### src/rtl/evt_pulse_pkg.sv
// Shared limits and defaults for the event/pulse generator slice.
// Channel, synchronizer and counter widths are bounded here.
package evt_pulse_pkg;

  localparam int N_CH_MIN     = 1;
  localparam int N_CH_MAX     = 32;
  localparam int N_CH_DEF     = 4;

  localparam int SYNC_MIN     = 2;
  localparam int SYNC_MAX     = 4;
  localparam int SYNC_DEF     = 2;

  localparam int DEB_W_MIN    = 1;
  localparam int DEB_W_DEF    = 4;

  localparam int PERIOD_W_MIN = 1;
  localparam int PERIOD_W_DEF = 16;

endpackage

### src/rtl/evt_pulse_gen_chan.sv
// One input channel: synchronizer, debounce filter,
// registered edge pulses and a sticky edge-seen flag.
module evt_chan
  import evt_pulse_pkg::*;
#(
  parameter int SYNC_STAGES = SYNC_DEF,
  parameter int DEB_W       = DEB_W_DEF
) (
  input  logic             clk,
  input  logic             rst_n,
  input  logic [DEB_W-1:0] deb_len,
  input  logic             data_in,
  input  logic             evt_clr,
  output logic             level,
  output logic             redge,
  output logic             fedge,
  output logic             evt_flag
);

  logic [SYNC_STAGES-1:0] sync_q, sync_d;
  logic [DEB_W-1:0]       cnt_q, cnt_d;
  logic                   level_q, level_d;
  logic                   redge_q, redge_d;
  logic                   fedge_q, fedge_d;
  logic                   flag_q, flag_d;
  logic                   s;

  assign s = sync_q[SYNC_STAGES-1];

  always_comb begin
    sync_d  = {sync_q[SYNC_STAGES-2:0], data_in};
    cnt_d   = '0;
    level_d = level_q;
    redge_d = 1'b0;
    fedge_d = 1'b0;
    // a set from last cycle's edge beats a same-cycle clear
    flag_d  = redge_q | fedge_q | (flag_q & ~evt_clr);
    if (s != level_q) begin
      if (cnt_q >= deb_len) begin
        level_d = s;
        redge_d = s;
        fedge_d = ~s;
      end else begin
        cnt_d = cnt_q + DEB_W'(1);
      end
    end
  end

  always_ff @(posedge clk or negedge rst_n) begin
    if (!rst_n) begin
      sync_q  <= '0;
      cnt_q   <= '0;
      level_q <= 1'b0;
      redge_q <= 1'b0;
      fedge_q <= 1'b0;
      flag_q  <= 1'b0;
    end else begin
      sync_q  <= sync_d;
      cnt_q   <= cnt_d;
      level_q <= level_d;
      redge_q <= redge_d;
      fedge_q <= fedge_d;
      flag_q  <= flag_d;
    end
  end

  assign level    = level_q;
  assign redge    = redge_q;
  assign fedge    = fedge_q;
  assign evt_flag = flag_q;

endmodule

### src/rtl/evt_pulse_gen.sv
// Periodic tick generator plus N_CH debounced edge-detect
// channels, all in the clk domain.
module evt_pulse_gen
  import evt_pulse_pkg::*;
#(
  parameter int N_CH        = N_CH_DEF,
  parameter int SYNC_STAGES = SYNC_DEF,
  parameter int DEB_W       = DEB_W_DEF,
  parameter int PERIOD_W    = PERIOD_W_DEF
) (
  input  logic                clk,
  input  logic                rst_n,
  input  logic                pulse_en,
  input  logic [PERIOD_W-1:0] period,
  input  logic [DEB_W-1:0]    deb_len,
  input  logic [N_CH-1:0]     data_in,
  input  logic [N_CH-1:0]     evt_clr,
  output logic                tick,
  output logic [N_CH-1:0]     level,
  output logic [N_CH-1:0]     redge,
  output logic [N_CH-1:0]     fedge,
  output logic [N_CH-1:0]     evt_flag
);

  logic [PERIOD_W-1:0] cnt_q, cnt_d;
  logic [PERIOD_W-1:0] last;
  logic                tick_q, tick_d;

  assign last = period - PERIOD_W'(1);

  // >= rather than == so a shrunk period wraps at once
  always_comb begin
    cnt_d  = '0;
    tick_d = 1'b0;
    if (pulse_en && period != '0) begin
      if (cnt_q >= last) begin
        tick_d = 1'b1;
      end else begin
        cnt_d = cnt_q + PERIOD_W'(1);
      end
    end
  end

  always_ff @(posedge clk or negedge rst_n) begin
    if (!rst_n) begin
      cnt_q  <= '0;
      tick_q <= 1'b0;
    end else begin
      cnt_q  <= cnt_d;
      tick_q <= tick_d;
    end
  end

  assign tick = tick_q;

  for (genvar i = 0; i < N_CH; i++) begin : g_chan
    evt_chan #(
      .SYNC_STAGES (SYNC_STAGES),
      .DEB_W       (DEB_W)
    ) u_chan (
      .clk      (clk),
      .rst_n    (rst_n),
      .deb_len  (deb_len),
      .data_in  (data_in[i]),
      .evt_clr  (evt_clr[i]),
      .level    (level[i]),
      .redge    (redge[i]),
      .fedge    (fedge[i]),
      .evt_flag (evt_flag[i])
    );
  end

endmodule

### config.mk
export PLATFORM = sky130hd
export DESIGN_NAME = evt_pulse_gen
export DESIGN_NICKNAME = d
export VERILOG_FILES = /design/src/rtl/evt_pulse_pkg.sv /design/src/rtl/evt_pulse_gen_chan.sv /design/src/rtl/evt_pulse_gen.sv
export SDC_FILE = /design/constraint.sdc
export NUM_CORES = 1
export LEC_CHECK = 0
export BUFFER_PORTS_ARGS = -buffer_cell sky130_fd_sc_hd__buf_2
export CAP_MARGIN = 30
export CORE_MARGIN = 2
export CORE_UTILIZATION = 55
export DETAILED_ROUTE_END_ITERATION = 10
export PLACE_DENSITY = 0.83
export SETUP_SLACK_MARGIN = 0.3
export SYNTH_ARGS = -nofsm -noshare
export SYNTH_HDL_FRONTEND = slang
export SYNTH_SLANG_ARGS = --single-unit
### constraint.sdc
create_clock -name clk -period 3.3 [get_ports clk]
set_clock_uncertainty 0.2 [all_clocks]
set_input_delay 0 -clock clk [delete_from_list [all_inputs] [get_ports clk]]
set_output_delay 0 -clock clk [all_outputs]
set_load 0.05 [all_outputs]
==> metrics.md <==
| Metric | Value |
|---|---|
| Status | complete, but fails checks |
| Failing checks | negative hold slack |
| Psw | 0.7693 mW |
| I/O pin cnt | 48 |
| Syn Nets | 389 |
| Clock root cell | clkbuf_8 |
| Least-Margin Pin Slew | 0.5976 ns |
| Comb power frac | 31.7% |
| CTS Buf Count | 9 |
| Fin crit period | 2.914 ns |
| I/O Buffers | 47 |
| Hold Crit Class | input pin to async pin |
| Die ar. | approximately 0.0066 mm^2 |
| Clock power frac | 26.7% |
| CTS tree | done |
| Setup slack after layout | 0.3860 ns |
| Fin. Hold Viols | 19 |
| Gr usage total | 20.04% |
| Top achievable clock speed | 343.2 MHz |
| Synth warn | 0 |
| Die X | 81.23 um |
| Initial Util | 56.07% |
| Core Area | 0.005851 mm^2 |
| Crit. End Element | flip-flop |
| CP startpoint | period[4] |
| Post-synth EDFFs | 0 |
| Cells after DPL | 427 |
| Crit Path Category | input pin to flip-flop |
| WL final | 5.781 mm |
| P_int | 1.398 mW |
| Worst slew margin | 60.07% |
| Top_reg_cell synth | dfrtp_1 |
| Final Max Tran Viols | 0 |
| Final ANT Viol Nets | 0 |
| Synth Cell Area | 0.003281 mm^2 |
| Vias/cell | 5.190 |
| Sequential power share | between 40% and 50% |
| Worst-skew pair later-pin latency | 0.33 ns |
| Sink Count | 57 |
| Nets | between 400 and 500 |
| Setup_tns | 0 ns |
| CP max stage delay | 0.45 ns |
| Setup violators final | 0 |
| Most frequent cells in the layout | dfrtp_1, buf_2, nor2_1 |
| FF-to-FF Start | cnt_q[1]$_DFF_PN0_ |
| First-pass GRT wire length | slightly below 10 mm |
| Die Height | 81.23 um |
| Clock buffer depth | 2 |
| Area grow syn2layout | 16.25% |
| Routed length per instance | 12.76 um |
| Seq/Total Area, Yosys | 43.48% |
| Via count | 2351 |
| Post-Layout Cell Count | 453 |
| Max-cap violations | 0 |
| Netlist cell types | 37 |
| Crit-path max FO | 16 |
| Unrepaired setup endpoints after global routing | no |
| Period utilisation layout | just under 90% |
| DP Worst Slack | 0.09201 ns |
| Crit-path cells | buf_2, or3_4, or4_4, or3b_1, nor3_2, xnor2_1, ha_1, nand4_1, nor4_2, o31ai_1, nand4_1, buf_12, nor2_1 |
| Worst path slowest cell | or4_4 |
| Most common cell type on the critical path | nand4_1 |
| Grt ovf | 0 |
| Most common cell after layout, fill and taps aside | dfrtp_1 |
| Post-CTS Setup Inserts | 0 |
| Worst endpoint required time | 3.31 ns |
| Number of global-route vias before repair | 2301 |
| Initial DRC count | 82 |
| Share of cells above drive strength 1 | roughly a fifth |
| Mapped Avg Cell Area | 10.25 um^2 |
| DP HPWL | between 4 and 5 mm |
| Routability cong. | slightly below 0.8 |
| Synth async-reset ratio | 100.0% |
| Core Rows | 28 |
| Worst Path Arrival | 2.93 ns |
| H-tree depth | 3 |
| Mapped Cells | between 300 and 400 |
| Crit start category | input pin |
| Max IR drop VDD | around 0.36 mV |
| Remaining DRCs | 0 |
| Hold slack | -0.01480 ns |
| Reg-to-reg slack, setup | 1.08 ns |
| Leakage power | 1.922 nW |
| Layout Utilization | 65.18% |
| Synth Register Bits | 57 |
| Pwr dens | between 500 and 600 mW/mm^2 |
| Number of inserted diodes | 0 |
| Largest net degree at the start of global routing | 34 |
| Switching share of power | 35.49% |
| 1st-pass router iterations | 4 |
| Antenna violations before repair | 0 |
| Clock slew at reported path FFs | 0.06 ns |
| Overall power | around 2.2 mW |
==> worst paths after layout <==
path	end	cells after the start
worst max-delay path	cnt_q[11]$_DFF_PN0_	13
worst max register to register	cnt_q[11]$_DFF_PN0_	7
worst min-delay path	g_chan[1].u_chan.redge$_DFF_PN0_	2
worst min register to register	g_chan[3].u_chan.sync_q[1]$_DFF_PN0_	0
max in group asynchronous	cnt_q[14]$_DFF_PN0_	3
min in group clk	g_chan[3].u_chan.sync_q[0]$_DFF_PN0_	2
==> synth_stat cells, types with 5 or more instances <==
| cell type | n | area [um^2] |
|---|---|---|
| dfrtp_1 | 57 | 1426 |
| nor2_1 | 45 | 168.9 |
| ha_1 | 38 | 475.5 |
| xnor2_1 | 22 | 192.7 |
| inv_1 | 20 | 75.07 |
| xor2_1 | 18 | 157.7 |
| buf_4 | 16 | 120.1 |
| nand2_1 | 14 | 52.55 |
| a21o_1 | 10 | 75.07 |
| nor3_1 | 9 | 45.04 |
| nor3b_1 | 9 | 67.56 |
| a21oi_1 | 8 | 40.04 |
| nand3_1 | 8 | 40.04 |
| nand4_1 | 7 | 43.79 |
| o21ai_0 | 5 | 25.02 |
==> worst max-delay path: cells and delay by family <==
kind / cells / cell delay [ns]
and+or+nand+nor: 8 / 2.12
adders and majority gates: 1 / 0.29
buffers and inverters: 2 / 0.27
AOI/OAI and AO/OA: 1 / 0.14
xor gates and xnor gates: 1 / 0.09
==> flip-flops by register name (all words and copies together), names as in the netlist <==
register / count
g_chan.u_chan.level: 4
g_chan.u_chan.cnt_q: 16
g_chan.u_chan.sync_q: 8
g_chan.u_chan.redge: 4
tick: 1
g_chan.u_chan.evt_flag: 4
cnt_q: 16
g_chan.u_chan.fedge: 4
==> final cells by class <==
type,count,area (um^2)
inverters,20,75.07
well taps,75,93.84
repair buffers,60,372.9
clock buffers,12,165.2
fillers,457,2037
clock inverters,3,15.01
multi-input cells,226,1665
flip-flops and latches,57,1426
==> routing by layer <==
metal | track usage (%) | vias up | wire (um)
met4 | 8.983 | 0 | 107
met3 | 4.444 | 8 | 196
met5 | 0 | - | 0
li1 | - | 1192 | -
met2 | 36.03 | 47 | 2988
met1 | 22.62 | 1104 | 2489
==> power groups by stage <==
stage	clock, mW	sequential (mW)	combinational, mW
floorplan	0	0.893	0.591
global placement	0	0.906	0.648
detailed placement	0	0.914	0.674
CTS	0.592	0.902	0.695
global route	0.632	0.918	0.763
finish	0.580	0.901	0.686
==> timing repair <==
item,in CTS,in global routing
endpoints found under the hold margin,33,0
endpoints found under the setup margin,0,16
hold buffers,11,0
resized for setup,0,2
==> cell families after synthesis <==
| family | share of synthesized area (%) |
|---|---|
| compound gates | 6.560 |
| xor+xnor | 10.68 |
| fa+ha+maj | 14.49 |
| buf+inv | 6.102 |
| flops | 43.48 |
| mux | 1.373 |
| simple gates | 17.32 |
==> stage by stage <==
step	hold WS [ns]	cell area (um^2)
after floorplan	-0.4956	3287
final	-0.01480	3814
after global routing	0.04587	3814
after CTS	0.003490	3802
after detailed placement	-0.1827	3512
after global placement	-0.1818	3512
Note: power is estimated with default switching activity, not from simulation.
